File: src/rtl/adc_be_seq_if.sv
// Control, configuration and sample-stream bundle between the ADC backend
// sequencer (slave) and whoever drives it (master).
interface adc_be_seq_if;
    logic        enable;
    logic        cfg_req;
    logic        cfg_ack;
    logic [2:0]  cfg_cic_order;
    logic [2:0]  cfg_decim_ratio;
    logic        cfg_bypass_stg2;
    logic        cfg_bypass_noise_gate;
    logic [2:0]  cic_order;
    logic [2:0]  decim_ratio;
    logic        bypass_stg2;
    logic        bypass_noise_gate;
    logic        clear_cic;
    logic        clear_iir_stg1;
    logic        clear_iir_stg2;
    logic        clear_scale_mult;
    logic        clear_noise_gate;
    logic        be_valid;
    logic [15:0] be_data;
    logic        out_valid;
    logic [15:0] out_data;
    logic [1:0]  state;

    modport master (
        output enable, cfg_req, cfg_cic_order, cfg_decim_ratio,
               cfg_bypass_stg2, cfg_bypass_noise_gate, be_valid, be_data,
        input  cfg_ack, cic_order, decim_ratio, bypass_stg2, bypass_noise_gate,
               clear_cic, clear_iir_stg1, clear_iir_stg2, clear_scale_mult,
               clear_noise_gate, out_valid, out_data, state
    );

    modport slave (
        input  enable, cfg_req, cfg_cic_order, cfg_decim_ratio,
               cfg_bypass_stg2, cfg_bypass_noise_gate, be_valid, be_data,
        output cfg_ack, cic_order, decim_ratio, bypass_stg2, bypass_noise_gate,
               clear_cic, clear_iir_stg1, clear_iir_stg2, clear_scale_mult,
               clear_noise_gate, out_valid, out_data, state
    );
endinterface

File: src/rtl/adc_be_seq.sv
// ADC backend sequencer: holds the filter chain cleared, lets it settle by
// dropping the first DISCARD samples, then passes samples; reconfig restarts.
module adc_be_seq #(
    parameter int CLR_CYC = 4,
    parameter int DISCARD = 8
) (
    input logic         clk,
    input logic         rst,
    adc_be_seq_if.slave bus
);
    typedef enum logic [1:0] {IDLE = 2'd0, CLEAR = 2'd1, SETTLE = 2'd2, RUN = 2'd3} state_e;

    localparam logic [3:0] CLR_LOAD = 4'(CLR_CYC - 1);
    localparam logic [8:0] DISC_N   = 9'(DISCARD);
    localparam bit         NO_DISC  = (DISCARD == 0);

    state_e      state_q, state_d;
    logic [3:0]  clr_cnt_q, clr_cnt_d;
    logic [7:0]  disc_cnt_q, disc_cnt_d;
    logic [8:0]  disc_nxt;
    logic        ack_q, ack_d;
    logic        clear_q, clear_d;
    logic        out_valid_q, out_valid_d;
    logic [15:0] out_data_q, out_data_d;
    logic [2:0]  cic_q, cic_d, dec_q, dec_d;
    logic        b2_q, b2_d, bng_q, bng_d;
    logic        cap;

    // A request seen during the ack cycle is the same request still held high.
    assign cap      = bus.cfg_req & ~ack_q;
    assign disc_nxt = {1'b0, disc_cnt_q} + 9'd1;

    always_ff @(posedge clk or posedge rst) begin
        if (rst) begin
            state_q <= IDLE;
        end else begin
            state_q <= state_d;
        end
    end

    always_comb begin
        state_d = state_q;
        if (!bus.enable) begin
            state_d = IDLE;
        end else if (cap) begin
            state_d = (state_q == IDLE) ? IDLE : CLEAR;
        end else begin
            case (state_q)
                IDLE:    state_d = CLEAR;
                CLEAR:   if (clr_cnt_q == 4'd0) state_d = SETTLE;
                SETTLE:  if (NO_DISC || (bus.be_valid && disc_nxt >= DISC_N)) state_d = RUN;
                default: state_d = RUN;
            endcase
        end
    end

    always_comb begin
        ack_d       = cap;
        cic_d       = cap ? bus.cfg_cic_order : cic_q;
        dec_d       = cap ? bus.cfg_decim_ratio : dec_q;
        b2_d        = cap ? bus.cfg_bypass_stg2 : b2_q;
        bng_d       = cap ? bus.cfg_bypass_noise_gate : bng_q;
        clear_d     = (state_d == IDLE) || (state_d == CLEAR);
        // Pass decision uses the current state so a sample coinciding with a restart is kept.
        out_valid_d = (state_q == RUN) && bus.be_valid;
        out_data_d  = out_valid_d ? bus.be_data : out_data_q;

        clr_cnt_d = clr_cnt_q;
        if (state_d == CLEAR && (state_q != CLEAR || cap)) begin
            clr_cnt_d = CLR_LOAD;
        end else if (state_q == CLEAR && clr_cnt_q != 4'd0) begin
            clr_cnt_d = clr_cnt_q - 4'd1;
        end

        disc_cnt_d = 8'd0;
        if (state_q == SETTLE && state_d == SETTLE) begin
            disc_cnt_d = (bus.be_valid && disc_cnt_q != 8'hFF) ? disc_cnt_q + 8'd1 : disc_cnt_q;
        end
    end

    always_ff @(posedge clk or posedge rst) begin
        if (rst) begin
            clr_cnt_q   <= 4'd0;
            disc_cnt_q  <= 8'd0;
            ack_q       <= 1'b0;
            clear_q     <= 1'b1;
            out_valid_q <= 1'b0;
            out_data_q  <= 16'd0;
            cic_q       <= 3'd2;
            dec_q       <= 3'd0;
            b2_q        <= 1'b0;
            bng_q       <= 1'b0;
        end else begin
            clr_cnt_q   <= clr_cnt_d;
            disc_cnt_q  <= disc_cnt_d;
            ack_q       <= ack_d;
            clear_q     <= clear_d;
            out_valid_q <= out_valid_d;
            out_data_q  <= out_data_d;
            cic_q       <= cic_d;
            dec_q       <= dec_d;
            b2_q        <= b2_d;
            bng_q       <= bng_d;
        end
    end

    assign bus.cfg_ack           = ack_q;
    assign bus.cic_order         = cic_q;
    assign bus.decim_ratio       = dec_q;
    assign bus.bypass_stg2       = b2_q;
    assign bus.bypass_noise_gate = bng_q;
    assign bus.clear_cic         = clear_q;
    assign bus.clear_iir_stg1    = clear_q;
    assign bus.clear_iir_stg2    = clear_q;
    assign bus.clear_scale_mult  = clear_q;
    assign bus.clear_noise_gate  = clear_q;
    assign bus.out_valid         = out_valid_q;
    assign bus.out_data          = out_data_q;
    assign bus.state             = state_q;
endmodule

File: src/flat_wrapper.sv
// flat-port wrapper written by rule: the top's interface ports become plain ports
module adc_be_seq_flat 
#(
    parameter int CLR_CYC = 4,
    parameter int DISCARD = 8
)
  (clk, rst, bus_enable, bus_cfg_req, bus_cfg_cic_order, bus_cfg_decim_ratio, bus_cfg_bypass_stg2, bus_cfg_bypass_noise_gate, bus_be_valid, bus_be_data, bus_cfg_ack, bus_cic_order, bus_decim_ratio, bus_bypass_stg2, bus_bypass_noise_gate, bus_clear_cic, bus_clear_iir_stg1, bus_clear_iir_stg2, bus_clear_scale_mult, bus_clear_noise_gate, bus_out_valid, bus_out_data, bus_state);
  adc_be_seq_if bus_i ();
  input logic clk;
  input logic rst;
  input wire logic [$bits(bus_i.enable)-1:0] bus_enable;
  input wire logic [$bits(bus_i.cfg_req)-1:0] bus_cfg_req;
  input wire logic [$bits(bus_i.cfg_cic_order)-1:0] bus_cfg_cic_order;
  input wire logic [$bits(bus_i.cfg_decim_ratio)-1:0] bus_cfg_decim_ratio;
  input wire logic [$bits(bus_i.cfg_bypass_stg2)-1:0] bus_cfg_bypass_stg2;
  input wire logic [$bits(bus_i.cfg_bypass_noise_gate)-1:0] bus_cfg_bypass_noise_gate;
  input wire logic [$bits(bus_i.be_valid)-1:0] bus_be_valid;
  input wire logic [$bits(bus_i.be_data)-1:0] bus_be_data;
  output wire logic [$bits(bus_i.cfg_ack)-1:0] bus_cfg_ack;
  output wire logic [$bits(bus_i.cic_order)-1:0] bus_cic_order;
  output wire logic [$bits(bus_i.decim_ratio)-1:0] bus_decim_ratio;
  output wire logic [$bits(bus_i.bypass_stg2)-1:0] bus_bypass_stg2;
  output wire logic [$bits(bus_i.bypass_noise_gate)-1:0] bus_bypass_noise_gate;
  output wire logic [$bits(bus_i.clear_cic)-1:0] bus_clear_cic;
  output wire logic [$bits(bus_i.clear_iir_stg1)-1:0] bus_clear_iir_stg1;
  output wire logic [$bits(bus_i.clear_iir_stg2)-1:0] bus_clear_iir_stg2;
  output wire logic [$bits(bus_i.clear_scale_mult)-1:0] bus_clear_scale_mult;
  output wire logic [$bits(bus_i.clear_noise_gate)-1:0] bus_clear_noise_gate;
  output wire logic [$bits(bus_i.out_valid)-1:0] bus_out_valid;
  output wire logic [$bits(bus_i.out_data)-1:0] bus_out_data;
  output wire logic [$bits(bus_i.state)-1:0] bus_state;
  assign bus_i.enable = bus_enable;
  assign bus_i.cfg_req = bus_cfg_req;
  assign bus_i.cfg_cic_order = bus_cfg_cic_order;
  assign bus_i.cfg_decim_ratio = bus_cfg_decim_ratio;
  assign bus_i.cfg_bypass_stg2 = bus_cfg_bypass_stg2;
  assign bus_i.cfg_bypass_noise_gate = bus_cfg_bypass_noise_gate;
  assign bus_i.be_valid = bus_be_valid;
  assign bus_i.be_data = bus_be_data;
  assign bus_cfg_ack = bus_i.cfg_ack;
  assign bus_cic_order = bus_i.cic_order;
  assign bus_decim_ratio = bus_i.decim_ratio;
  assign bus_bypass_stg2 = bus_i.bypass_stg2;
  assign bus_bypass_noise_gate = bus_i.bypass_noise_gate;
  assign bus_clear_cic = bus_i.clear_cic;
  assign bus_clear_iir_stg1 = bus_i.clear_iir_stg1;
  assign bus_clear_iir_stg2 = bus_i.clear_iir_stg2;
  assign bus_clear_scale_mult = bus_i.clear_scale_mult;
  assign bus_clear_noise_gate = bus_i.clear_noise_gate;
  assign bus_out_valid = bus_i.out_valid;
  assign bus_out_data = bus_i.out_data;
  assign bus_state = bus_i.state;
  adc_be_seq #(.CLR_CYC(CLR_CYC), .DISCARD(DISCARD)) u_core (.clk(clk), .rst(rst), .bus(bus_i));
endmodule
File: config.mk
export PLATFORM = sky130hd
export DESIGN_NAME = adc_be_seq_flat
export DESIGN_NICKNAME = d
export VERILOG_FILES = /design/src/rtl/adc_be_seq_if.sv /design/src/rtl/adc_be_seq.sv /design/src/flat_wrapper.sv
export SDC_FILE = /design/constraint.sdc
export NUM_CORES = 1
export LEC_CHECK = 0
export BUFFER_PORTS_ARGS = -buffer_cell sky130_fd_sc_hd__buf_2
export CAP_MARGIN = 40
export CORE_MARGIN = 1.5
export CORE_UTILIZATION = 30
export DETAILED_ROUTE_END_ITERATION = 16
export REMOVE_ABC_BUFFERS = 1
export SETUP_SLACK_MARGIN = 0.05
export SLEW_MARGIN = 10
export SYNTH_ARGS = -nofsm -noshare
export SYNTH_HDL_FRONTEND = slang
export SYNTH_SLANG_ARGS = --single-unit
File: constraint.sdc
create_clock -name clk -period 2.9 [get_ports clk]
set_clock_uncertainty 0.2 [all_clocks]
set_input_delay 0.58 -clock clk [delete_from_list [all_inputs] [get_ports clk]]
set_output_delay 0.58 -clock clk [all_outputs]
set_load 0.005 [all_outputs]
==> impl_metrics.py <==
metrics = {
    "run_status": {
        "status": "complete, no violations",
    },
    "cells_and_area": {
        "nets": 259,
        "syn_to_final_growth_pct": 24.3,
        "diodes": 0,
        "fin_cells": 303,
        "drive_above_1_share_pct": 41.2,
        "final_util_pct": 38.6,
        "design_area_um2": 2290,
    },
    "critical_path": {
        "cpPeakStageDelay_ns": 0.45,
        "path_cells": "ha_1 -> and3_1 -> a21bo_2 -> or3_1 -> a21oi_1",
        "cp_max_fo": 7,
        "start_kind": "flip-flop",
        "crit_type": "flip-flop to flip-flop",
        "cp.arrival_ns": 1.95,
        "cp-end-kind": "flip-flop",
        "cp_top_family": "simple AND/OR/NAND/NOR gates",
        "path_buf_inv": 0,
        "slowest_stage": "dfrtp_1",
        "crit_required_ns": 2.91,
    },
    "min_path": {
        "hold_class": "input port to asynchronous set/reset pin",
    },
    "detailed_routing": {
        "drc": 0,
        "firstDrtPassIters": 4,
        "ant_nets": 0,
        "wl_per_cell_um": 11.5,
        "routed_wl_um": 3480,
        "drt_iter0_drc": 56,
        "via_per_inst": 4.57,
        "via_count": 1384,
    },
    "clocking": {
        "hold_buffers": 0,
        "clk_pin_slew_worst_paths_ns": 0.08,
        "cts_root_buf": "clkbuf_8",
        "cts-resized-gates": 0,
        "h-tree-depth": 2,
        "tritoncts": "built",
        "cts_max_path_buffers": 2,
        "clock-sinks": 41,
        "cts_setup_buffers": 0,
        "cts_buffers": 5,
        "insertion_delay_ns": 0.28,
    },
    "placed_design": {
        "placed_area_um2": 2200,
        "gp_congestion": 0.769,
        "port_buffers": 61,
        "dp.cells": 295,
        "place_ws_ns": 0.916,
        "post-dp-hpwl_um": 2570,
    },
    "timing": {
        "period_minus_slack_ns": 1.94,
        "tns_ns": 0,
        "rsz0062_at_grt": "false",
        "holdWs_ns": 0.210,
        "finalSetupViolCount": 0,
        "fin_crit_sh_pct": 66.9,
        "drv_slew": 0,
        "worst_pin_slew_ns": 0.507,
        "fin_ws_ns": 0.959,
        "slew_headroom_pct": 66.2,
        "max_freq_mhz": 515,
        "finalHoldViolations": 0,
    },
    "yosys": {
        "synth_area_leaders": "dfrtp_1, mux2_2, nand2_1",
        "synth_area_leader_cell": "dfrtp_1",
        "yosysWarnings": 0,
        "ys.flop_type": "dfrtp_1",
        "ys_seq_area_share_pct": 55.9,
        "netlist_instances": 166,
        "ys_seq_elements": 41,
        "synth_top_cell_area_share_pct": 53.0,
        "yosysUniqueCellTypes": 41,
        "synth-edff-count": 0,
        "syn_area_um2": 1840,
        "synth_area_per_cell_um2": 11.1,
        "synthArstFlopShare_pct": 100,
    },
    "run": {
        "max-cap-violations": 0,
    },
    "floorplanning": {
        "rows": 28,
        "ios": 62,
        "core_area_um2": 5920,
        "dieArea_um2": 6610,
        "start_util_pct": 31.1,
        "dieWidth_um": 81.3,
        "fp.dieH_um": 81.3,
    },
    "global_routing": {
        "overflow": 0,
        "grt_pass1_vias": 1298,
        "grt_pass1_wl_um": 5810,
        "grt.total_usage_pct": 11.3,
        "antenna_found_initial": 0,
        "grt_max_degree": 42,
    },
    "power_and_ir_drop": {
        "intPower_mw": 1.03,
        "p_per_area_nw_per_um2": 627,
        "total_power_mw": 1.43,
        "cellLeakagePower_nw": 1.22,
        "peakVddDrop_mv": 0.349,
        "combPwrFrac_pct": 22.8,
        "swShare_pct": 27.8,
        "share_seq_of_total_power_pct": 52.6,
        "p_switching_uw": 398,
        "clkPwrFrac_pct": 24.7,
    },
}
tightest hold or removal path: stages:
cell	delay (ns)
buf_2	0.09
inv_1	0.04
buf_4	0.43
placed cells by master (no fill, tap or decap), types with 2 or more instances in the layout:
master	instances
nand2b_1	2
a21o_1	2
mux2i_1	2
inv_1	8
nand2_1	31
nand3_1	4
a211oi_1	2
o211ai_1	2
buf_2	61
dfrtp_1	39
mux2_2	15
clkbuf_8	5
clkinv_2	2
buf_4	2
nand4_1	3
dfstp_2	2
a21oi_1	4
nor3b_1	2
nor2_1	8
xnor2_1	3
nor3_1	5
ha_1	3
power by group through the flow:
| stage | logic, mW | clock network, mW | registers (mW) |
|---|---|---|---|
| after floorplan | 0.174 | 0 | 0.768 |
| after global placement | 0.326 | 0 | 0.764 |
| after detailed placement | 0.333 | 0 | 0.764 |
| after CTS | 0.335 | 0.371 | 0.755 |
| after global routing | 0.378 | 0.394 | 0.772 |
| final | 0.326 | 0.354 | 0.753 |
cell type report:
| class | instances | area [um2] |
|---|---|---|
| Tap cell | 75 | 93.8 |
| Sequential cell | 41 | 1030 |
| Clock buffer | 5 | 68.8 |
| Inverter | 9 | 33.8 |
| Clock inverter | 3 | 17.5 |
| Timing Repair Buffer | 63 | 320 |
| Multi-Input combinational cell | 107 | 724 |
| Fill cell | 596 | 3630 |
synthesized netlist by cell type (2+ instances only):
library cell	count
dfrtp_1	39
nand2_1	31
mux2_2	15
inv_1	8
nor2_1	8
nor3_1	5
a21oi_1	4
buf_2	4
buf_4	4
nand3_1	4
ha_1	3
nand4_1	3
xnor2_1	3
a211oi_1	2
a21o_1	2
dfstp_2	2
mux2i_1	2
nand2b_1	2
nor3b_1	2
o211ai_1	2
state kept, by name, summed over array words and instances (netlist names):
name	cells
u_core.bus.bypass_noise_gate	1
u_core.bus.state	2
u_core.bus.clear_cic	1
u_core.clr_cnt_q	4
u_core.bus.cic_order	3
u_core.bus.decim_ratio	3
u_core.bus.out_valid	1
u_core.bus.cfg_ack	1
u_core.disc_cnt_q	8
u_core.bus.out_data	16
u_core.bus.bypass_stg2	1
routing by layer:
metal  wire length [um]  up-vias  track usage, %
met4                 34        0            3.28
met2               1860       29            19.8
met1               1440      669            13.5
met3                145        4            3.15
met5                  0        -               0
li1                   -      682               -
path summary, 6_finish.rpt:
kind / startpoint / endpoint / slack, ns / cells after the start
min reg2reg: u_core.bus.cic_order[1]$_DFFE_PP1P_ / u_core.bus.cic_order[1]$_DFFE_PP1P_ / 0.26 / 2
max: u_core.disc_cnt_q[0]$_DFFE_PP0P_ / u_core.disc_cnt_q[0]$_DFFE_PP0P_ / 0.96 / 5
min in group clk: u_core.bus.cic_order[1]$_DFFE_PP1P_ / u_core.bus.cic_order[1]$_DFFE_PP1P_ / 0.26 / 2
max in group asynchronous: rst / u_core.bus.clear_cic$_DFF_PP1_ / 1.92 / 3
max reg2reg: u_core.disc_cnt_q[0]$_DFFE_PP0P_ / u_core.disc_cnt_q[0]$_DFFE_PP0P_ / 0.96 / 5
min: rst / u_core.bus.out_data[13]$_DFFE_PP0P_ / 0.21 / 3
logic make-up after synthesis:
group,after synthesis,share of synthesized area [%]
muxes,18,10.9
adders and majority gates,3,2.04
AOI/OAI and AO/OA,15,6.12
and+or+nand+nor,67,18.4
buffers and inverters,18,4.76
DFF,41,55.9
xor gates and xnor gates,4,1.90
Note: power is estimated with default switching activity, not from simulation.
